File: config.mk
export PLATFORM = sky130hd
export DESIGN_NAME = bitmap_scan_controller
export DESIGN_NICKNAME = d
export VERILOG_FILES = /design/src/rtl/bitmap_pkg.sv /design/src/rtl/vga_timing_gen.sv /design/src/rtl/bitmap_scan_controller.sv
export SDC_FILE = /design/constraint.sdc
export NUM_CORES = 1
export LEC_CHECK = 0
export ABC_CLOCK_PERIOD_IN_PS = 9800
export CAP_MARGIN = 0
export CORE_MARGIN = 2
export CORE_UTILIZATION = 32
export DETAILED_ROUTE_END_ITERATION = 6
export GPL_TIMING_DRIVEN = 0
export PLACE_DENSITY = 0.65
export SLEW_MARGIN = 20
export SYNTH_ARGS = -nofsm -noshare
export SYNTH_HDL_FRONTEND = slang
export SYNTH_SLANG_ARGS = --single-unit
File: constraint.sdc
create_clock -name clk -period 9.8 [get_ports clk]
set_input_delay 1.96 -clock clk [delete_from_list [all_inputs] [get_ports clk]]
set_output_delay 1.96 -clock clk [all_outputs]
set_load 0.01 [all_outputs]
File: src/rtl/bitmap_pkg.sv
// Shared constants for the 1bpp bitmap scan-out path.
// Default VGA 640x480@60 timing and bitmap geometry.
package bitmap_pkg;

  localparam int DEF_H_ACTIVE = 640;
  localparam int DEF_H_FP     = 16;
  localparam int DEF_H_SYNC   = 96;
  localparam int DEF_H_BP     = 48;
  localparam int DEF_V_ACTIVE = 480;
  localparam int DEF_V_FP     = 10;
  localparam int DEF_V_SYNC   = 2;
  localparam int DEF_V_BP     = 33;
  localparam int DEF_WORD_W   = 16;

  localparam int H_TOTAL = DEF_H_ACTIVE + DEF_H_FP
                         + DEF_H_SYNC + DEF_H_BP;
  localparam int V_TOTAL = DEF_V_ACTIVE + DEF_V_FP
                         + DEF_V_SYNC + DEF_V_BP;

  localparam int WORDS_PER_LINE = 40;
  localparam int WORD_COUNT     = 19200;
  localparam int ADDR_W         = 15;

  localparam int CNT_W = 10;

endpackage

File: src/rtl/vga_timing_gen.sv
// Free-running h/v counters with registered sync, de and
// pixel coordinates; all outputs describe the previous count.
module vga_timing_gen
  import bitmap_pkg::*;
#(
  parameter int H_ACTIVE = DEF_H_ACTIVE,
  parameter int H_FP     = DEF_H_FP,
  parameter int H_SYNC   = DEF_H_SYNC,
  parameter int H_BP     = DEF_H_BP,
  parameter int V_ACTIVE = DEF_V_ACTIVE,
  parameter int V_FP     = DEF_V_FP,
  parameter int V_SYNC   = DEF_V_SYNC,
  parameter int V_BP     = DEF_V_BP
) (
  input  logic             clk,
  input  logic             rst_n,
  output logic [CNT_W-1:0] h,
  output logic [CNT_W-1:0] v,
  output logic             hsync,
  output logic             vsync,
  output logic             de,
  output logic [9:0]       x,
  output logic [8:0]       y,
  output logic             frame_start
);

  localparam int HT = H_ACTIVE + H_FP + H_SYNC + H_BP;
  localparam int VT = V_ACTIVE + V_FP + V_SYNC + V_BP;

  localparam logic [CNT_W-1:0] H_ACT  = CNT_W'(H_ACTIVE);
  localparam logic [CNT_W-1:0] V_ACT  = CNT_W'(V_ACTIVE);
  localparam logic [CNT_W-1:0] H_LAST = CNT_W'(HT - 1);
  localparam logic [CNT_W-1:0] V_LAST = CNT_W'(VT - 1);
  localparam logic [CNT_W-1:0] H_RST  = CNT_W'(HT - 4);
  localparam logic [CNT_W-1:0] HS0 = CNT_W'(H_ACTIVE + H_FP);
  localparam logic [CNT_W-1:0] HS1 = CNT_W'(H_ACTIVE + H_FP + H_SYNC);
  localparam logic [CNT_W-1:0] VS0 = CNT_W'(V_ACTIVE + V_FP);
  localparam logic [CNT_W-1:0] VS1 = CNT_W'(V_ACTIVE + V_FP + V_SYNC);

  logic active;
  logic in_hs;
  logic in_vs;

  assign active = (h < H_ACT) && (v < V_ACT);
  assign in_hs  = (h >= HS0) && (h < HS1);
  assign in_vs  = (v >= VS0) && (v < VS1);

  // Preload so the first line-0 word fetch lands in the first frame.
  always_ff @(posedge clk or negedge rst_n) begin
    if (!rst_n) begin
      h <= H_RST;
      v <= V_LAST;
    end else if (h == H_LAST) begin
      h <= '0;
      v <= (v == V_LAST) ? '0 : v + 1'b1;
    end else begin
      h <= h + 1'b1;
    end
  end

  always_ff @(posedge clk or negedge rst_n) begin
    if (!rst_n) begin
      hsync       <= 1'b1;
      vsync       <= 1'b1;
      de          <= 1'b0;
      x           <= '0;
      y           <= '0;
      frame_start <= 1'b0;
    end else begin
      hsync       <= ~in_hs;
      vsync       <= ~in_vs;
      de          <= active;
      frame_start <= (h == '0) && (v == '0);
      if (active) begin
        x <= h;
        y <= v[8:0];
      end
    end
  end

endmodule

File: src/rtl/bitmap_scan_controller.sv
// 1bpp bitmap scan-out: fixed-slot display reads from a
// single-port RAM, host writes fill the remaining cycles.
module bitmap_scan_controller
  import bitmap_pkg::*;
#(
  parameter int H_ACTIVE = DEF_H_ACTIVE,
  parameter int H_FP     = DEF_H_FP,
  parameter int H_SYNC   = DEF_H_SYNC,
  parameter int H_BP     = DEF_H_BP,
  parameter int V_ACTIVE = DEF_V_ACTIVE,
  parameter int V_FP     = DEF_V_FP,
  parameter int V_SYNC   = DEF_V_SYNC,
  parameter int V_BP     = DEF_V_BP,
  parameter int WORD_W   = DEF_WORD_W
) (
  input  logic              clk,
  input  logic              rst_n,
  output logic [ADDR_W-1:0] mem_addr,
  output logic              mem_rd,
  output logic              mem_wr,
  output logic [WORD_W-1:0] mem_wdata,
  input  logic [WORD_W-1:0] mem_rdata,
  input  logic              host_valid,
  output logic              host_ready,
  input  logic [ADDR_W-1:0] host_addr,
  input  logic [WORD_W-1:0] host_data,
  output logic              hsync,
  output logic              vsync,
  output logic              de,
  output logic [9:0]        x,
  output logic [8:0]        y,
  output logic              pixel_on,
  output logic              frame_start
);

  localparam int HT  = H_ACTIVE + H_FP + H_SYNC + H_BP;
  localparam int VT  = V_ACTIVE + V_FP + V_SYNC + V_BP;
  localparam int WPL = H_ACTIVE / WORD_W;

  localparam logic [CNT_W-1:0] H_ACT  = CNT_W'(H_ACTIVE);
  localparam logic [CNT_W-1:0] V_ACT  = CNT_W'(V_ACTIVE);
  localparam logic [CNT_W-1:0] H_SMAX = CNT_W'(H_ACTIVE - 18);
  localparam logic [CNT_W-1:0] H_EDGE = CNT_W'(HT - 2);
  localparam logic [CNT_W-1:0] V_PRE  = CNT_W'(V_ACTIVE - 1);
  localparam logic [CNT_W-1:0] V_LAST = CNT_W'(VT - 1);

  localparam logic [ADDR_W-1:0] WPL_A = ADDR_W'(WPL);
  localparam logic [ADDR_W-1:0] WC_A  = ADDR_W'(WORD_COUNT);

  logic [CNT_W-1:0]  h;
  logic [CNT_W-1:0]  v;
  logic              line_slot;
  logic              edge_slot;
  logic              slot;
  logic [CNT_W-1:0]  rd_row;
  logic [5:0]        rd_word;
  logic [ADDR_W-1:0] rd_addr;
  logic              active;
  logic              first;
  logic              bit_now;
  logic              rd_q;
  logic [WORD_W-1:0] hold;
  logic [WORD_W-1:0] shift;

  vga_timing_gen #(
    .H_ACTIVE (H_ACTIVE),
    .H_FP     (H_FP),
    .H_SYNC   (H_SYNC),
    .H_BP     (H_BP),
    .V_ACTIVE (V_ACTIVE),
    .V_FP     (V_FP),
    .V_SYNC   (V_SYNC),
    .V_BP     (V_BP)
  ) u_timing (
    .clk         (clk),
    .rst_n       (rst_n),
    .h           (h),
    .v           (v),
    .hsync       (hsync),
    .vsync       (vsync),
    .de          (de),
    .x           (x),
    .y           (y),
    .frame_start (frame_start)
  );

  // Word k is read at h=16k-2; word 0 borrows h=HT-2 of the prior line.
  assign line_slot = (v < V_ACT) && (h[3:0] == 4'd14)
                  && (h <= H_SMAX);
  assign edge_slot = (h == H_EDGE)
                  && ((v == V_LAST) || (v < V_PRE));
  assign slot      = line_slot | edge_slot;

  always_comb begin
    rd_row  = v;
    rd_word = 6'((h + 10'd2) >> 4);
    if (edge_slot) begin
      rd_row  = (v == V_LAST) ? '0 : v + 1'b1;
      rd_word = '0;
    end
  end

  assign rd_addr = ADDR_W'(rd_row) * WPL_A + ADDR_W'(rd_word);

  assign mem_rd     = rst_n & slot;
  assign host_ready = rst_n & ~slot;
  assign mem_wr     = host_valid & host_ready & (host_addr < WC_A);
  assign mem_addr   = slot ? rd_addr : host_addr;
  assign mem_wdata  = host_data;

  assign active  = (h < H_ACT) && (v < V_ACT);
  assign first   = (h[3:0] == 4'd0);
  assign bit_now = first ? hold[WORD_W-1] : shift[WORD_W-1];

  always_ff @(posedge clk or negedge rst_n) begin
    if (!rst_n) begin
      rd_q     <= 1'b0;
      hold     <= '0;
      shift    <= '0;
      pixel_on <= 1'b0;
    end else begin
      rd_q <= mem_rd;
      if (rd_q) hold <= mem_rdata;
      if (active) begin
        shift <= first ? {hold[WORD_W-2:0], 1'b0}
                       : {shift[WORD_W-2:0], 1'b0};
      end
      pixel_on <= active & bit_now;
    end
  end

endmodule

==> flow_summary.ini <==
[route]
detail_route.drc_violations = 0
vias = 3821
ant_nets = 0
routed_via_density = 5.03
drt_pass1_iterations = 4
drt_iter0_markers = 286
route.detailed.wl_per_inst_um = 15.1
wirelength_um = 11500

[timing]
drv_slew = 0
setup_ws_ns = 2.25
maxSlewHeadroom_pct = 56.7
fin_setup_tns_ns = 0
tightest_slew_ns = 0.649
fin_hold_ws_ns = 0.483
hold_viol_final = 0
fin_worst_skew_ns = 0.00660
fmax_mhz = 132
fin_crit_sh_pct = 77.1
rsz0062_at_grt = false
setup_violations = 0
min_period_ns = 7.55

[grt]
grt_pass1_wl_um = 19500
gr-total-overflow = 0
grt_max_degree = 43
grt_pass1_vias = 3901
globalRouteTotalUtil_pct = 15.2
grt_antenna_before_repair = 0

[place]
hpwl_um = 8600
gp_congestion = 0.842
io_buffers = 91
post_dp_cell_area_mm2 = 0.00582
dp_slack_ns = 2.60

[pwr]
power_density_mw_per_mm2 = 124
leakage_uw = 0.00260
ir_drop_mv = 0.0745

[die]
start_util_pct = 32.4
chipWidth_um = 125
fp-row-count = 44
die_area_mm2 = 0.0155
die_height_um = 125
coreArea_mm2 = 0.0144
top_level_ports = 108

[cts]
cts_buffers = 9
cts_tree = yes
clk_path_buf_depth = 2
path_clk_slew_ns = 0.06
cts_hold_buf = 0
postCtsSetupBuffers = 0
cts_max_level = 3
cts_root_buffer = clkbuf_16
cts_num_sinks = 76
cts_resized = 0
clk_latency_ns = 0.34

[logic_synthesis]
synth_area_mm2 = 0.00466
synth-main-ff-cell = dfrtp_1
synth_edf_count = 0
syn_nets = 545
avgSynthCellArea_um2 = 9.96
yosysUniqueCellTypes = 57
ys_seq_area_share_pct = 41.1
synth_area_leader_cell = dfrtp_1
synth_area_leaders = dfrtp_1 35%, mux2_2 7.3%, ha_1 6.7%
synth_most_common_cell = dfrtp_1
ys_async_sr_fraction_pct = 100
ys_ff_latch = 76
synth_top_area_share_pct = 35.4
synthCells = 468
yosys_warnings = 0
synthTopCellsByCount = 66 x dfrtp_1, 49 x nand2_1, 35 x o21ai_0, 30 x mux2_2, 29 x nor2_1

[setup_path]
cp.arrival_ns = 5.59
worstPathCellList = clkbuf_1 > and2_1 > nand4_4 > a211oi_2 > buf_2 > nand2_1 > o21ai_1 > ha_1 > ha_1 > fa_1 > a211o_1 > a2111o_1 > o311ai_2 > o21ai_0 > o21a_1 > o31a_1 > clkdlybuf4s50_1
path_delay_family = compound AO/OA/AOI/OAI gates
crit_path_frequent_cell = ha_1
crit_path_max_incr_delay_ns = 0.51
path_class = flip-flop to output port
slowest_stage = dfstp_2
cp-end-kind = output port
crit_fanout = 10
path_depth = 17
cp_num_buf_inv = 3
critPathLaunchType = flip-flop
r2r.worst_path.cells = 5
required_ns = 7.84

[cells_and_area]
drive_gt1_share_pct = 16.8
syn2layout_area_growth_pct = 32.1
fin_nets = 648
finalInstanceArea_mm2 = 0.00615
diodes = 0

[run]
cap_violations = 0

[status]
status = complete, no violations

[worst_hold_path]
hold_depth = 2
min_path_type = flip-flop to flip-flop
kinds of logic (layout without fill, tap and decap cells):
| logic type | Yosys count | in the layout | synth area share (%) |
|---|---|---|---|
| and+or+nand+nor | 132 | 132 | 14.2 |
| AOI/OAI and AO/OA | 99 | 99 | 13.8 |
| DFF | 76 | 76 | 41.1 |
| buffers and inverters | 57 | 165 | 6.58 |
| muxes | 48 | 48 | 11.4 |
| xor gates and xnor gates | 29 | 29 | 5.45 |
| adders and majority gates | 27 | 27 | 7.57 |
metrics by stage:
step | util (%) | std cells | power (uW)
4_1_cts | 42.8 | 760 | 772
6_report | 42.8 | 760 | 764
3_5_place_dp | 40.5 | 744 | 400
2_1_floorplan | - | 468 | 360
5_1_grt | 42.8 | 760 | 792
3_3_place_gp | 40.4 | 743 | 398
worst reg2reg max path: cells and delay by family (launching register included):
family,cells,cell delay [ns]
simple gates,1,0.44
buf+inv,2,0.88
flops,1,0.52
compound gates,1,0.10
mux,1,0.40
where the power goes:
group / switching (uW) / total [uW] / internal, uW
combinational: 22.3 / 60.7 / 38.4
clock: 133 / 370 / 237
sequential: 6.72 / 333 / 327
worst paths after layout:
check	end	from	slack, ns
max	mem_addr[14]	u_timing.v[3]$_DFFE_PN1P_	2.25
min	shift[7]$_DFFE_PN0P_	shift[7]$_DFFE_PN0P_	0.48
max reg2reg	u_timing.y[2]$_DFFE_PN0P_	u_timing.h[8]$_DFF_PN1_	7.35
min reg2reg	shift[7]$_DFFE_PN0P_	shift[7]$_DFFE_PN0P_	0.48
max in group asynchronous	u_timing.h[4]$_DFF_PN1_	rst_n	7.55
min in group asynchronous	hold[1]$_DFFE_PN0P_	rst_n	1.59
routing by layer:
layer	GRT usage (%)	up-vias	share of wire [%]
met1	20.7	1855	46
met2	24.0	108	48
met3	4.60	8	5.9
met4	3.04	0	0.64
met5	0	-	0
li1	-	1850	-
registers in the layout, summed over array words and instances (netlist names), 9 cells and up:
| register | count |
|---|---|
| u_timing.y | 9 |
| u_timing.v | 10 |
| u_timing.h | 10 |
| shift | 15 |
| u_timing.x | 10 |
| hold | 16 |
area by class of cell:
cell class | instances | area, um^2
Sequential cell | 76 | 1910
Inverter | 14 | 52.6
Multi-Input combinational cell | 335 | 2440
Clock buffer | 11 | 253
Clock inverter | 5 | 83.8
Fill cell | 1329 | 8210
Tap cell | 184 | 230
Timing Repair Buffer | 92 | 928
Buffer | 43 | 254
placed cells by master (no fill, tap or decap), drive strengths merged, types with 14 or more instances in the layout:
cell type / Yosys / final
clkdlybuf4s50: 0 / 90
dfrtp: 66 / 66
nand2: 49 / 49
o21ai: 49 / 49
mux2: 33 / 33
buf: 28 / 30
nor2: 29 / 29
clkbuf: 15 / 26
ha: 25 / 25
xor2: 15 / 15
mux2i: 15 / 15
xnor2: 14 / 14
inv: 14 / 14
(Power assumes the default switching activity.)
